<file path="config.mk">
export PLATFORM = sky130hd
export DESIGN_NAME = instruction_address_generator_flat
export DESIGN_NICKNAME = d
export VERILOG_FILES = /design/src/rtl/iag_pkg.sv /design/src/rtl/instruction_address_generator_if.sv /design/src/rtl/irq_sequencer.sv /design/src/rtl/instruction_address_generator.sv /design/src/flat_wrapper.sv
export SDC_FILE = /design/constraint.sdc
export NUM_CORES = 1
export LEC_CHECK = 0
export CORE_MARGIN = 8
export CORE_UTILIZATION = 48
export CTS_CLUSTER_SIZE = 30
export DETAILED_ROUTE_END_ITERATION = 10
export PLACE_DENSITY = 0.92
export SYNTH_ARGS = -nofsm -noshare
export SYNTH_HDL_FRONTEND = slang
export SYNTH_HIERARCHICAL = 1
export SYNTH_SLANG_ARGS = --single-unit
export TNS_END_PERCENT = 20
</file>
<file path="constraint.sdc">
create_clock -name Clock -period 2.9 [get_ports Clock]
set_clock_uncertainty 0.05 [all_clocks]
set_input_delay 0.435 -clock Clock [delete_from_list [all_inputs] [get_ports Clock]]
set_output_delay 0.435 -clock Clock [all_outputs]
set_load 0.01 [all_outputs]
</file>
<file path="src/rtl/iag_pkg.sv">
// rtl/iag_pkg.sv - shared encodings and constants for the instruction address generator
package iag_pkg;

  // Redirect source encodings on PC_Select
  localparam logic [1:0] PCSEL_INC  = 2'b00;
  localparam logic [1:0] PCSEL_RA   = 2'b01;
  localparam logic [1:0] PCSEL_TEMP = 2'b10;
  localparam logic [1:0] PCSEL_IPC  = 2'b11;

  // Stage counter value at which fetches happen
  localparam logic [2:0] STAGE_FETCH = 3'd0;

  // Sequential instruction step in bytes
  localparam logic [31:0] PC_STEP = 32'd4;

  // Interrupt sequencing states
  typedef enum logic [1:0] {
    IRQ_IDLE    = 2'd0,
    IRQ_PENDING = 2'd1,
    IRQ_SERVICE = 2'd2
  } irq_state_e;

  // Instruction addresses are word aligned; low two bits are dropped on load
  function automatic logic [31:0] word_align(input logic [31:0] addr);
    return {addr[31:2], 2'b00};
  endfunction

endpackage

</file>
<file path="src/rtl/instruction_address_generator_if.sv">
// rtl/instruction_address_generator_if.sv - PC control inputs and address outputs bundle
interface instruction_address_generator_if;

  logic [2:0]  Stage;
  logic        PC_Enable;
  logic        PC_Enable_Execute_Stage;
  logic        INC_Select;
  logic [1:0]  PC_Select;
  logic [31:0] RA;
  logic [31:0] Immediate;
  logic        IRQ;
  logic [31:0] PC;
  logic [31:0] PC_Temp;
  logic [31:0] IPC;
  logic        IRQ_Ack;
  logic        Misaligned;

  // Control side: drives enables/operands, observes addresses
  modport master (
    output Stage, PC_Enable, PC_Enable_Execute_Stage, INC_Select, PC_Select,
    output RA, Immediate, IRQ,
    input  PC, PC_Temp, IPC, IRQ_Ack, Misaligned
  );

  // Address generator side
  modport slave (
    input  Stage, PC_Enable, PC_Enable_Execute_Stage, INC_Select, PC_Select,
    input  RA, Immediate, IRQ,
    output PC, PC_Temp, IPC, IRQ_Ack, Misaligned
  );

endinterface

</file>
<file path="src/rtl/irq_sequencer.sv">
// rtl/irq_sequencer.sv - interrupt request latch and vectored-fetch sequencing (only under IAG_INTERRUPT_EN)
`ifdef IAG_INTERRUPT_EN
module irq_sequencer
  import iag_pkg::*;
(
  input  logic       clk,
  input  logic       reset,
  input  logic       irq,
  input  logic [2:0] stage,
  input  logic       fetch_en,
  input  logic       redirect_en,
  input  logic [1:0] pc_select,
  output logic       take_irq,
  output logic       irq_ack
);

  irq_state_e state_q, state_d;

  // State register; reset drops any latched request
  always_ff @(posedge clk) begin
    if (reset) state_q <= IRQ_IDLE;
    else       state_q <= state_d;
  end

  // Next state and take strobe; entry waits for a fetch at an instruction boundary
  always_comb begin
    state_d  = state_q;
    take_irq = 1'b0;
    case (state_q)
      IRQ_IDLE: begin
        if (irq) state_d = IRQ_PENDING;
      end
      IRQ_PENDING: begin
        if (stage == STAGE_FETCH && fetch_en) begin
          take_irq = 1'b1;
          state_d  = IRQ_SERVICE;
        end
      end
      IRQ_SERVICE: begin
        if (redirect_en && pc_select == PCSEL_IPC) state_d = IRQ_IDLE;
      end
      default: state_d = IRQ_IDLE;
    endcase
  end

  // Acknowledge is the take strobe delayed one cycle, so it is exactly one cycle wide
  always_ff @(posedge clk) begin
    if (reset) irq_ack <= 1'b0;
    else       irq_ack <= take_irq;
  end

endmodule
`endif

</file>
<file path="src/rtl/instruction_address_generator.sv">
// rtl/instruction_address_generator.sv - program counter owner; interrupt support enabled by IAG_INTERRUPT_EN
module instruction_address_generator
  import iag_pkg::*;
#(
  parameter logic [31:0] RESET_PC   = 32'h0000_0000,
  parameter logic [31:0] IRQ_VECTOR = 32'h0000_0040
) (
  input logic Clock,
  input logic Reset,
  instruction_address_generator_if.slave bus
);

  logic [31:0] pc_q;
  logic [31:0] pc_temp_q;
  logic [31:0] ipc_q;
  logic        misaligned_q;
  logic        irq_ack;
  logic        take_irq;

  logic        load_pc;
  logic        load_temp;
  logic [31:0] pc_src;
  logic [31:0] pc_seq;
  logic [31:0] pc_inc;

  assign pc_seq = pc_q + PC_STEP;
  assign pc_inc = pc_q + (bus.INC_Select ? bus.Immediate : PC_STEP);

`ifdef IAG_INTERRUPT_EN
  irq_sequencer u_irq_sequencer (
    .clk         (Clock),
    .reset       (Reset),
    .irq         (bus.IRQ),
    .stage       (bus.Stage),
    .fetch_en    (bus.PC_Enable),
    .redirect_en (bus.PC_Enable_Execute_Stage),
    .pc_select   (bus.PC_Select),
    .take_irq    (take_irq),
    .irq_ack     (irq_ack)
  );

  // Interrupted PC captured on entry so the handler can return to it
  always_ff @(posedge Clock) begin
    if (Reset)         ipc_q <= 32'd0;
    else if (take_irq) ipc_q <= pc_q;
  end
`else
  logic unused_irq_inputs;
  assign unused_irq_inputs = ^{bus.IRQ, bus.Stage};
  assign take_irq = 1'b0;
  assign irq_ack  = 1'b0;
  assign ipc_q    = 32'd0;
`endif

  // Select what loads into PC this cycle: interrupt entry, then redirect, then sequential fetch
  always_comb begin
    load_pc   = 1'b0;
    load_temp = 1'b0;
    pc_src    = pc_q;
    if (take_irq) begin
      load_pc = 1'b1;
      pc_src  = IRQ_VECTOR;
    end else if (bus.PC_Enable_Execute_Stage) begin
      // A coincident fetch still captures the return address
      load_temp = bus.PC_Enable;
      case (bus.PC_Select)
        PCSEL_INC: begin
          load_pc = 1'b1;
          pc_src  = pc_inc;
        end
        PCSEL_RA: begin
          load_pc = 1'b1;
          pc_src  = bus.RA;
        end
        PCSEL_TEMP: begin
          load_pc = 1'b1;
          pc_src  = pc_temp_q;
        end
        default: begin
`ifdef IAG_INTERRUPT_EN
          load_pc = 1'b1;
          pc_src  = ipc_q;
`else
          load_pc = 1'b0;
          pc_src  = pc_q;
`endif
        end
      endcase
    end else if (bus.PC_Enable) begin
      load_pc   = 1'b1;
      load_temp = 1'b1;
      pc_src    = pc_seq;
    end
  end

  // PC, return address and alignment flag registers
  always_ff @(posedge Clock) begin
    if (Reset) begin
      pc_q         <= RESET_PC;
      pc_temp_q    <= RESET_PC;
      misaligned_q <= 1'b0;
    end else begin
      if (load_pc)   pc_q      <= word_align(pc_src);
      if (load_temp) pc_temp_q <= pc_seq;
      misaligned_q <= load_pc && (pc_src[1:0] != 2'b00);
    end
  end

  assign bus.PC         = pc_q;
  assign bus.PC_Temp    = pc_temp_q;
  assign bus.IPC        = ipc_q;
  assign bus.IRQ_Ack    = irq_ack;
  assign bus.Misaligned = misaligned_q;

endmodule
</file>
<file path="src/flat_wrapper.sv">
// flat-port wrapper written by rule: the top's interface ports become plain ports
module instruction_address_generator_flat import iag_pkg::*;
#(
  parameter logic [31:0] RESET_PC   = 32'h0000_0000,
  parameter logic [31:0] IRQ_VECTOR = 32'h0000_0040
)
  (Clock, Reset, bus_Stage, bus_PC_Enable, bus_PC_Enable_Execute_Stage, bus_INC_Select, bus_PC_Select, bus_RA, bus_Immediate, bus_IRQ, bus_PC, bus_PC_Temp, bus_IPC, bus_IRQ_Ack, bus_Misaligned);
  instruction_address_generator_if bus_i ();
  input logic Clock;
  input logic Reset;
  input wire logic [$bits(bus_i.Stage)-1:0] bus_Stage;
  input wire logic [$bits(bus_i.PC_Enable)-1:0] bus_PC_Enable;
  input wire logic [$bits(bus_i.PC_Enable_Execute_Stage)-1:0] bus_PC_Enable_Execute_Stage;
  input wire logic [$bits(bus_i.INC_Select)-1:0] bus_INC_Select;
  input wire logic [$bits(bus_i.PC_Select)-1:0] bus_PC_Select;
  input wire logic [$bits(bus_i.RA)-1:0] bus_RA;
  input wire logic [$bits(bus_i.Immediate)-1:0] bus_Immediate;
  input wire logic [$bits(bus_i.IRQ)-1:0] bus_IRQ;
  output wire logic [$bits(bus_i.PC)-1:0] bus_PC;
  output wire logic [$bits(bus_i.PC_Temp)-1:0] bus_PC_Temp;
  output wire logic [$bits(bus_i.IPC)-1:0] bus_IPC;
  output wire logic [$bits(bus_i.IRQ_Ack)-1:0] bus_IRQ_Ack;
  output wire logic [$bits(bus_i.Misaligned)-1:0] bus_Misaligned;
  assign bus_i.Stage = bus_Stage;
  assign bus_i.PC_Enable = bus_PC_Enable;
  assign bus_i.PC_Enable_Execute_Stage = bus_PC_Enable_Execute_Stage;
  assign bus_i.INC_Select = bus_INC_Select;
  assign bus_i.PC_Select = bus_PC_Select;
  assign bus_i.RA = bus_RA;
  assign bus_i.Immediate = bus_Immediate;
  assign bus_i.IRQ = bus_IRQ;
  assign bus_PC = bus_i.PC;
  assign bus_PC_Temp = bus_i.PC_Temp;
  assign bus_IPC = bus_i.IPC;
  assign bus_IRQ_Ack = bus_i.IRQ_Ack;
  assign bus_Misaligned = bus_i.Misaligned;
  instruction_address_generator #(.RESET_PC(RESET_PC), .IRQ_VECTOR(IRQ_VECTOR)) u_core (.Clock(Clock), .Reset(Reset), .bus(bus_i));
endmodule
</file>
## Word level (Yosys, flattened, before mapping)

Cells that the tools add are included.
Widths: inputs -> output; s select.

| cells by class | value |
|---|---|
| multiplexer cells | 8 |
| equality and inequality tests | 3 |
| reduce and logical (&&, ||, !) cells | 6 |
| add/sub/neg operators | 2 |

Operators by type and width:

| cell | count |
|---|---|
| $mux 32 | 3 |
| $pmux 32 s3 | 1 |
| $add 32x3->32 const B | 1 |
| $add 32x32->32 | 1 |
| $mux 1 | 4 |
| $ne 4x1->1 const B | 1 |
| $reduce_bool 2->1 | 2 |
| $reduce_and 3->1 | 1 |
| $reduce_or 3->1 | 1 |
| $eq 2x1->1 const B | 1 |
| $eq 2x2->1 const B | 1 |
| $logic_not 2->1 | 1 |
| $logic_and 1x1->1 | 1 |

| storage, ports and cells | value |
|---|---|
| logic and storage cells | 22 |
| register bits after elaboration | 63 |
| output and inout bits | 98 |
| bits of input ports | 75 |

## Depth between registers and ports, before layout

Gate-level depths: netlist of run 1.

| logic depth | value |
|---|---|
| depth in word-level cells | 6 |
| mapped depth | 12 |
| mapped depth without buffers | 11 |

## Least setup slack after synthesis of run 1

No wires, ideal clock.

| timing path | value |
|---|---|
| path type | input to register |
| start point | in bus_INC_Select |
| end point | reg u_core.pc_q[12] (netlist: u_core/bus.PC[12]) |
| stages | 12 |
| arrival time | 2,586 ps |
| required time | 2,755 ps |
| path slack | 169 ps |
| library setup time | 95 ps |
| path through | clkbuf_1 -> nand2b_1 -> ha_1 -> inv_1 -> fa_1 -> nor2b_1 -> o31ai_2 -> a21oi_1 -> o21bai_1 -> a2111oi_0 -> nor3_1 -> a221oi_1 |

| on the way | value |
|---|---|
| longest elaborated chain between the ends | 4 |

Ends and longest elaborated chain:

| item | RTL line | RTL |
|---|---|---|
| start, declared | flat_wrapper.sv:14 | `input wire logic [$bits(bus_i.INC_Select)-1:0] bus_INC_Select;` |
| $mux 32 | instruction_address_generator.sv:27 | `assign pc_inc = pc_q + (bus.INC_Select ? bus.Immediate : PC_STEP);` |
| $add 32x32->32 | instruction_address_generator.sv:27 |  |
| $pmux 32 s3 | instruction_address_generator.sv:66 | `case (bus.PC_Select)` |
| $mux 32 | instruction_address_generator.sv:63 | `end else if (bus.PC_Enable_Execute_Stage) begin` |
| end signal, assigned | instruction_address_generator.sv:103 | `if (load_pc) pc_q <= word_align(pc_src);` |
| end, declared | instruction_address_generator.sv:13 | `logic [31:0] pc_q;` |

No other way between the ends.
A chain may end at the register's enable or synchronous reset.

## Worst setup path in the final report of run 1

| timing path | value |
|---|---|
| start point | in bus_Immediate[2] |
| end point | reg u_core.pc_q[12] (netlist: u_core/bus.PC[12]) |

| on the way | value |
|---|---|
| longest elaborated chain between the ends | 4 |

Ends and longest elaborated chain:

| item | RTL line | RTL |
|---|---|---|
| start, declared | flat_wrapper.sv:17 | `input wire logic [$bits(bus_i.Immediate)-1:0] bus_Immediate;` |
| $mux 32 | instruction_address_generator.sv:27 |  |
| $add 32x32->32 | instruction_address_generator.sv:27 |  |
| $pmux 32 s3 | instruction_address_generator.sv:66 |  |
| $mux 32 | instruction_address_generator.sv:63 |  |

No other way between the ends.

==> flow_summary.yaml, run 1 <==
routing:
  routedWlPerCell_um: 21.80
  finalWirelength_mm: 24.02
  vias_per_cell: 6.672
  dr.pass1.iters: 11
  postRouteAntennaNets: 0
  drt_iter0_drc: 1280
  vias: 7352
  drcViolationCount: 1
synth:
  synth-main-ff-cell: "dfxtp_1"
  synth_top_area_frac: 0.2154
  synth-seq-cells: 61
  syn-instance-count: 744
  yosys_warnings: 6
  async_flop_share: 0
  synth-seq-area-share: 0.2154
  syn_area_mm2: 0.005670
  yosys.area.top_type: "dfxtp_1"
  synth_edf_count: 0
  synth.distinct_cells: 76
  synthTopCellsByArea: "dfxtp_1 (22%), ha_1 (7.5%), nor2_1 (5.2%)"
  postSynthAreaPerCell_um2: 7.622
grt:
  grt_use_total: 0.2903
  overflow: 0
  grt_max_degree: 35
  grt_pass1_vias: 7382
  grt_antenna_before_repair: 0
  grt_pass1_wl_mm: 37.63
critical_path:
  worstSetupPathType: "primary input to flip-flop"
  cpPeakStageDelay_ns: 0.46
  crit_chain: "clkdlybuf4s50_1 > nand2b_1 > ha_1 > inv_1 > fa_2 > nor2b_2 > o31ai_4 > a21oi_2 > o21bai_1 > a2111oi_2 > nor3_1 > a221oi_1"
  cp-start-kind: "primary input"
  cp_slowest_cell: "clkdlybuf4s50_1"
  cp.required_ns: 3.08
  critPathArrivalTime_ns: 3.05
  endpoint_kind: "flip-flop"
  worstPathMaxFanout: 3
  path_buf_inv: 2
  path_delay_family: "compound AO/OA/AOI/OAI gates"
floorplanning:
  ios: 173
  core-area_mm2: 0.01147
  dieHeight_um: 124.7
  die-area_mm2: 0.01555
  rows: 39
  die_w_um: 124.7
  start_util: 0.4945
finish:
  area_growth_pct: 43.42
  stdcell_area_mm2: 0.008133
  n_antenna_cell: 0
  final_core_util: 0.7092
  drive_gt1_frac: 0.1731
  nets: 1065
power:
  switching_share: 0.3394
  clkPwrFrac: 0.332
  p_sw_mw: 1.018
  ir_drop_mv: 0.3616
  powerDensity_mw_per_mm2: 368.9
  power.total_mw: 3.000
  p_int_mw: 1.982
  comb_power_share: 0.340
  pwr-share-seq: 0.328
  power.leakage_nw: 3.289
placement:
  portBuffers: 131
  dpl.hpwl_mm: 16.28
  gp_congestion: 1.020
  place_area_mm2: 0.007679
clocking:
  insertion_delay_ns: 0.34
  clk_pin_slew_worst_paths_ns: 0.05
  numCtsBuffers: 9
  cts_sinks: 61
  tritoncts: "done"
  cts_root_buffer: "clkbuf_16"
  htree_levels: 3
  clockBufferDepth: 2
timing:
  hold_ws_ns: 0.4527
  setup_viol: 0
  max_freq_mhz: 347.3
  relSlewSlack: 0.5168
  hold_viol: 0
  post-route-min-period_ns: 2.879
  final_max_slew_viol_count: 0
  timing.final.crit_share: 0.9928
  tightest_slew_ns: 0.7248
outcome:
  outcome: "complete, but fails checks"
  violations: "design-rule violations"
job:
  max_cap_violations: 0
worst_hold_path:
  hold_path.class: "flip-flop to flip-flop"
==> layout make-up <==
class,instances,area [µm²]
clock buffer,11,242.7
clock inverter,4,25.02
fill,762,3334
inverter,17,63.81
multi-input combinational,621,4199
sequential,61,1221
tap,143,178.9
timing repair buffer,245,2202
==> registers in the layout, indices dropped and copies added, names as in the netlist <==
signal	cells
u_core/bus.PC	30
u_core/bus.Misaligned	1
u_core/bus.PC_Temp	30
==> cells in the final DEF, fill, tap and decap left out, types with 5 or more instances in the layout <==
cell | synthesis | routed
o211ai_1 | 8 | 8
buf_4 | 37 | 111
a22oi_1 | 24 | 24
o21ai_1 | 6 | 8
o21ai_0 | 36 | 34
a21oi_1 | 40 | 38
nand3_1 | 14 | 14
inv_1 | 17 | 16
nor3_1 | 19 | 19
o22ai_1 | 7 | 7
a221oi_1 | 7 | 7
ha_4 | 0 | 5
nand2_1 | 39 | 39
dfxtp_1 | 61 | 61
and2_1 | 33 | 33
clkdlybuf4s50_1 | 0 | 128
ha_1 | 34 | 29
nand2b_1 | 6 | 6
conb_1 | 1 | 37
or3_1 | 7 | 7
xnor2_1 | 18 | 18
nand4_1 | 16 | 16
a211oi_1 | 34 | 33
clkbuf_16 | 0 | 9
o221ai_1 | 13 | 13
xor2_1 | 21 | 21
a21o_1 | 9 | 9
and3_1 | 15 | 15
a31oi_1 | 9 | 8
mux2i_1 | 5 | 5
nor2_1 | 78 | 78
==> cell usage after synthesis (4+ instances only) <==
library cell / count
a211oi_1: 34
a22oi_1: 24
or4_1: 4
or3_1: 7
o221ai_1: 13
nor2b_1: 5
xnor2_1: 18
nor3_1: 19
buf_2: 6
dfxtp_1: 61
a21oi_1: 40
a22o_1: 4
nand4_1: 16
o21ai_0: 36
ha_1: 34
mux2i_1: 5
and3_1: 15
a222oi_1: 4
and2_1: 33
nor2_1: 78
nand3_1: 14
o21ai_1: 6
o21a_1: 4
a221oi_1: 7
nand2_1: 39
o211ai_1: 8
a21o_1: 9
inv_1: 17
a31oi_1: 9
o22ai_1: 7
nor4_1: 4
nand2b_1: 6
and4_1: 4
o32ai_1: 4
buf_1: 6
clkbuf_1: 32
buf_4: 37
o31ai_1: 4
xor2_1: 21
==> stage by stage <==
| step | setup TNS, ns | setup slack [ns] | instances |
|---|---|---|---|
| after floorplan | 0 | 0.1688 | 780 |
| after global placement | -5.149 | -0.3755 | 1082 |
| after detailed placement | -7.584 | -0.6055 | 1082 |
| after CTS | 0 | 0.01670 | 1100 |
| after global routing | -0.4038 | -0.1536 | 1102 |
| final | 0 | 0.02084 | 1102 |
==> layer usage <==
layer,global-route usage,part of all wire,up-vias
li1,-,-,3148
met2,0.4480,0.44,726
met5,0,0,-
met1,0.3244,0.35,3263
met3,0.1132,0.14,215
met4,0.1970,0.071,0
==> repair_timing <==
item,4_1_cts,5_1_grt
setup buffers,2,2
setup endpoints to repair,15,13
hold buffers,0,0
gates cloned,1,0
pin swaps,4,5
gates resized for setup,11,14
==> power by group through the flow <==
stage | Clock (mW) | Combinational [mW] | Sequential (mW)
6_report | 0.997 | 1.02 | 0.983
5_1_grt | 1.04 | 1.08 | 0.990
4_1_cts | 0.987 | 0.964 | 0.977
3_5_place_dp | 0 | 0.933 | 0.990
3_3_place_gp | 0 | 0.908 | 0.987
2_1_floorplan | 0 | 0.486 | 0.997
==> tightest hold or removal path, stage by stage (launching register included) <==
cell	delay, ns
dfxtp_1	0.32
nor2_1	0.08
a211oi_1	0.05
==> logic make-up after synthesis <==
| kind of cell | count (synthesis) | synth area share |
|---|---|---|
| fa+ha+maj | 35 | 0.07855 |
| xor+xnor | 39 | 0.06024 |
| buf+inv | 98 | 0.09069 |
| simple gates | 257 | 0.2343 |
| mux | 5 | 0.008826 |
| compound gates | 248 | 0.3113 |
| flops | 61 | 0.2154 |
| other cells | 1 | 0.0006613 |
==> path summary, 6_finish.rpt <==
kind	from	end	slack (ns)	cells past startpoint
worst max register to register	u_core/bus.PC[11]$_SDFFE_PP0P_	u_core/bus.PC[27]$_SDFFE_PP0P_	0.06	8
worst min register to register	u_core/bus.PC_Temp[29]$_SDFFE_PP0P_	u_core/bus.PC_Temp[29]$_SDFFE_PP0P_	0.45	2
worst max-delay path	bus_Immediate[2]	u_core/bus.PC[12]$_SDFFE_PP0P_	0.02	12
worst min-delay path	u_core/bus.PC_Temp[29]$_SDFFE_PP0P_	u_core/bus.PC_Temp[29]$_SDFFE_PP0P_	0.45	2
Power figures use the tool's default switching activity.
==> run 2, diff against run 1 <==
--- a/config.mk
+++ b/config.mk
@@ -6,10 +6,10 @@
 export NUM_CORES = 1
 export LEC_CHECK = 0
 export CORE_MARGIN = 8
-export CORE_UTILIZATION = 48
+export CORE_UTILIZATION = 52
 export CTS_CLUSTER_SIZE = 30
 export DETAILED_ROUTE_END_ITERATION = 10
-export PLACE_DENSITY = 0.92
+export PLACE_DENSITY = 0.95
 export SYNTH_ARGS = -nofsm -noshare
 export SYNTH_HDL_FRONTEND = slang
 export SYNTH_HIERARCHICAL = 1
==> constraint.sdc (replaced) <==
create_clock -name Clock -period 3.5 [get_ports Clock]
set_clock_uncertainty 0.05 [all_clocks]
set_input_delay 0.525 -clock Clock [delete_from_list [all_inputs] [get_ports Clock]]
set_output_delay 0.525 -clock Clock [all_outputs]
set_load 0.01 [all_outputs]
==> flow_summary.yaml, run 2 (synthesis gave the netlist of run 1 again) <==
worst_hold_path:
  hold_depth: 2
  hold_path.class: "flip-flop to flip-flop"
power:
  pwr-share-seq: 0.375
  p_sw_mw: 0.7430
  switching_share: 0.3427
  p_int_mw: 1.425
  comb_power_share: 0.331
  power.total_mw: 2.168
  powerDensity_mw_per_mm2: 296.5
  power.leakage_nw: 2.853
  clkPwrFrac: 0.294
  ir_drop_mv: 0.1677
placement:
  dpl.hpwl_mm: 14.90
  place_ws_ns: -0.03055
  portBuffers: 131
  gp_congestion: 1.025
floorplanning:
  die-area_mm2: 0.01450
  start_util: 0.5277
  dieHeight_um: 120.4
  core-area_mm2: 0.01075
  die_w_um: 120.4
  rows: 38
  ios: 173
routing:
  postRouteAntennaNets: 0
  drcViolationCount: 0
  dr.pass1.iters: 6
  routedWlPerCell_um: 19.84
  vias_per_cell: 6.553
  drt_iter0_drc: 1197
  vias: 6697
  finalWirelength_mm: 20.27
critical_path:
  cp-start-kind: "primary input"
  cp.required_ns: 3.67
  reg2reg_depth: 9
  worstPathMaxFanout: 31
  worstSetupPathType: "primary input to flip-flop"
  regToRegSetupSlack_ns: 0.51
  critPathArrivalTime_ns: 3.47
  endpoint_kind: "flip-flop"
clocking:
  htree_levels: 3
  insertion_delay_ns: 0.34
  cts_sinks: 61
  cts_root_buffer: "clkbuf_8"
  clk_pin_slew_worst_paths_ns: 0.07
  numCtsBuffers: 9
  tritoncts: "done"
  post_cts_buffers: 0
  clockBufferDepth: 2
timing:
  hold_viol: 0
  max_freq_mhz: 303.4
  rsz0062_at_grt: "no"
  post-route-min-period_ns: 3.296
  setup_viol: 0
  hold_ws_ns: 0.4514
  tightest_slew_ns: 0.8718
  setup_ws_ns: 0.2040
  relSlewSlack: 0.4188
  final_max_slew_viol_count: 0
  timing.final.crit_share: 0.9417
grt:
  grt_use_total: 0.2663
  overflow: 0
  grt_pass1_vias: 6246
  grt_antenna_before_repair: 0
  grt_max_degree: 60
  grt_pass1_wl_mm: 32.04
finish:
  nets: 987
  n_antenna_cell: 0
  multi_input_area_mm2: 0.004074
  area_growth_pct: 28.93
  regArea_mm2: 0.001221
  nFillCells: 861
  layout_common_cells: "clkdlybuf4s50_1 (129), nor2_1 (78), dfxtp_1 (61)"
  final_common_cell: "clkdlybuf4s50_1"
  drive_gt1_frac: 0.07937
job:
  max_cap_violations: 0
outcome:
  outcome: "completed"
[run 2: final cells by class]
type | count | share of cell area
Sequential cell | 61 | 0.1670
Tap cell | 140 | 0.02396
Clock inverter | 4 | 0.006504
Clock buffer | 12 | 0.01985
Multi-Input combinational cell | 621 | 0.5572
Inverter | 17 | 0.008728
Timing Repair Buffer | 167 | 0.2167
[run 2: final timing paths]
check / start / end
worst max register to register: u_core/bus.PC[2]$_SDFFE_PP0P_ / u_core/bus.PC[28]$_SDFFE_PP0P_
worst min register to register: u_core/bus.PC_Temp[17]$_SDFFE_PP0P_ / u_core/bus.PC_Temp[17]$_SDFFE_PP0P_
worst min-delay path: u_core/bus.PC_Temp[17]$_SDFFE_PP0P_ / u_core/bus.PC_Temp[17]$_SDFFE_PP0P_
worst max-delay path: bus_INC_Select / u_core/bus.PC[30]$_SDFFE_PP0P_
[run 2: power groups by stage]
stage,Combinational [mW],Clock (mW),Sequential [mW]
final,0.717,0.637,0.814
after global routing,0.767,0.670,0.820
after CTS,0.698,0.633,0.811
after detailed placement,0.688,0,0.826
after global placement,0.672,0,0.823
after floorplan,0.403,0,0.826
[run 2: stage by stage]
step	util	setup TNS, ns	instances	instance area (µm²)
2_1_floorplan	-	0	780	5806
3_3_place_gp	0.6621	0	1006	7114
3_5_place_dp	0.6621	-0.06261	1006	7114
4_1_cts	0.6800	0	1022	7307
5_1_grt	0.6804	0	1022	7311
6_report	0.6804	0	1022	7311
[run 2: critical path, stage by stage]
cell and delay, ns:
clkdlybuf4s50_1 0.50, buf_12 0.18, nand2b_1 0.08, ha_1 0.20, inv_1 0.08, fa_1 0.22, nor2b_1 0.10, o31ai_2 0.51
a21oi_4 0.16, o311ai_1 0.38, a31o_1 0.29, and2_1 0.15, o311ai_1 0.09
[run 2: repair_timing]
action / 4_1_cts / 5_1_grt
resized for setup: 0 / 1
hold buffers: 0 / 0
endpoints found under the setup margin: 0 / 1
hold endpoints to repair: 0 / 0
[run 2: per-layer routing]
metal	vias up	global-route usage	wire, µm
met5	-	0	0
met4	0	0.1085	757
met3	101	0.07646	2604
met2	550	0.4196	8942
met1	3052	0.3350	7969
li1	2994	-	-
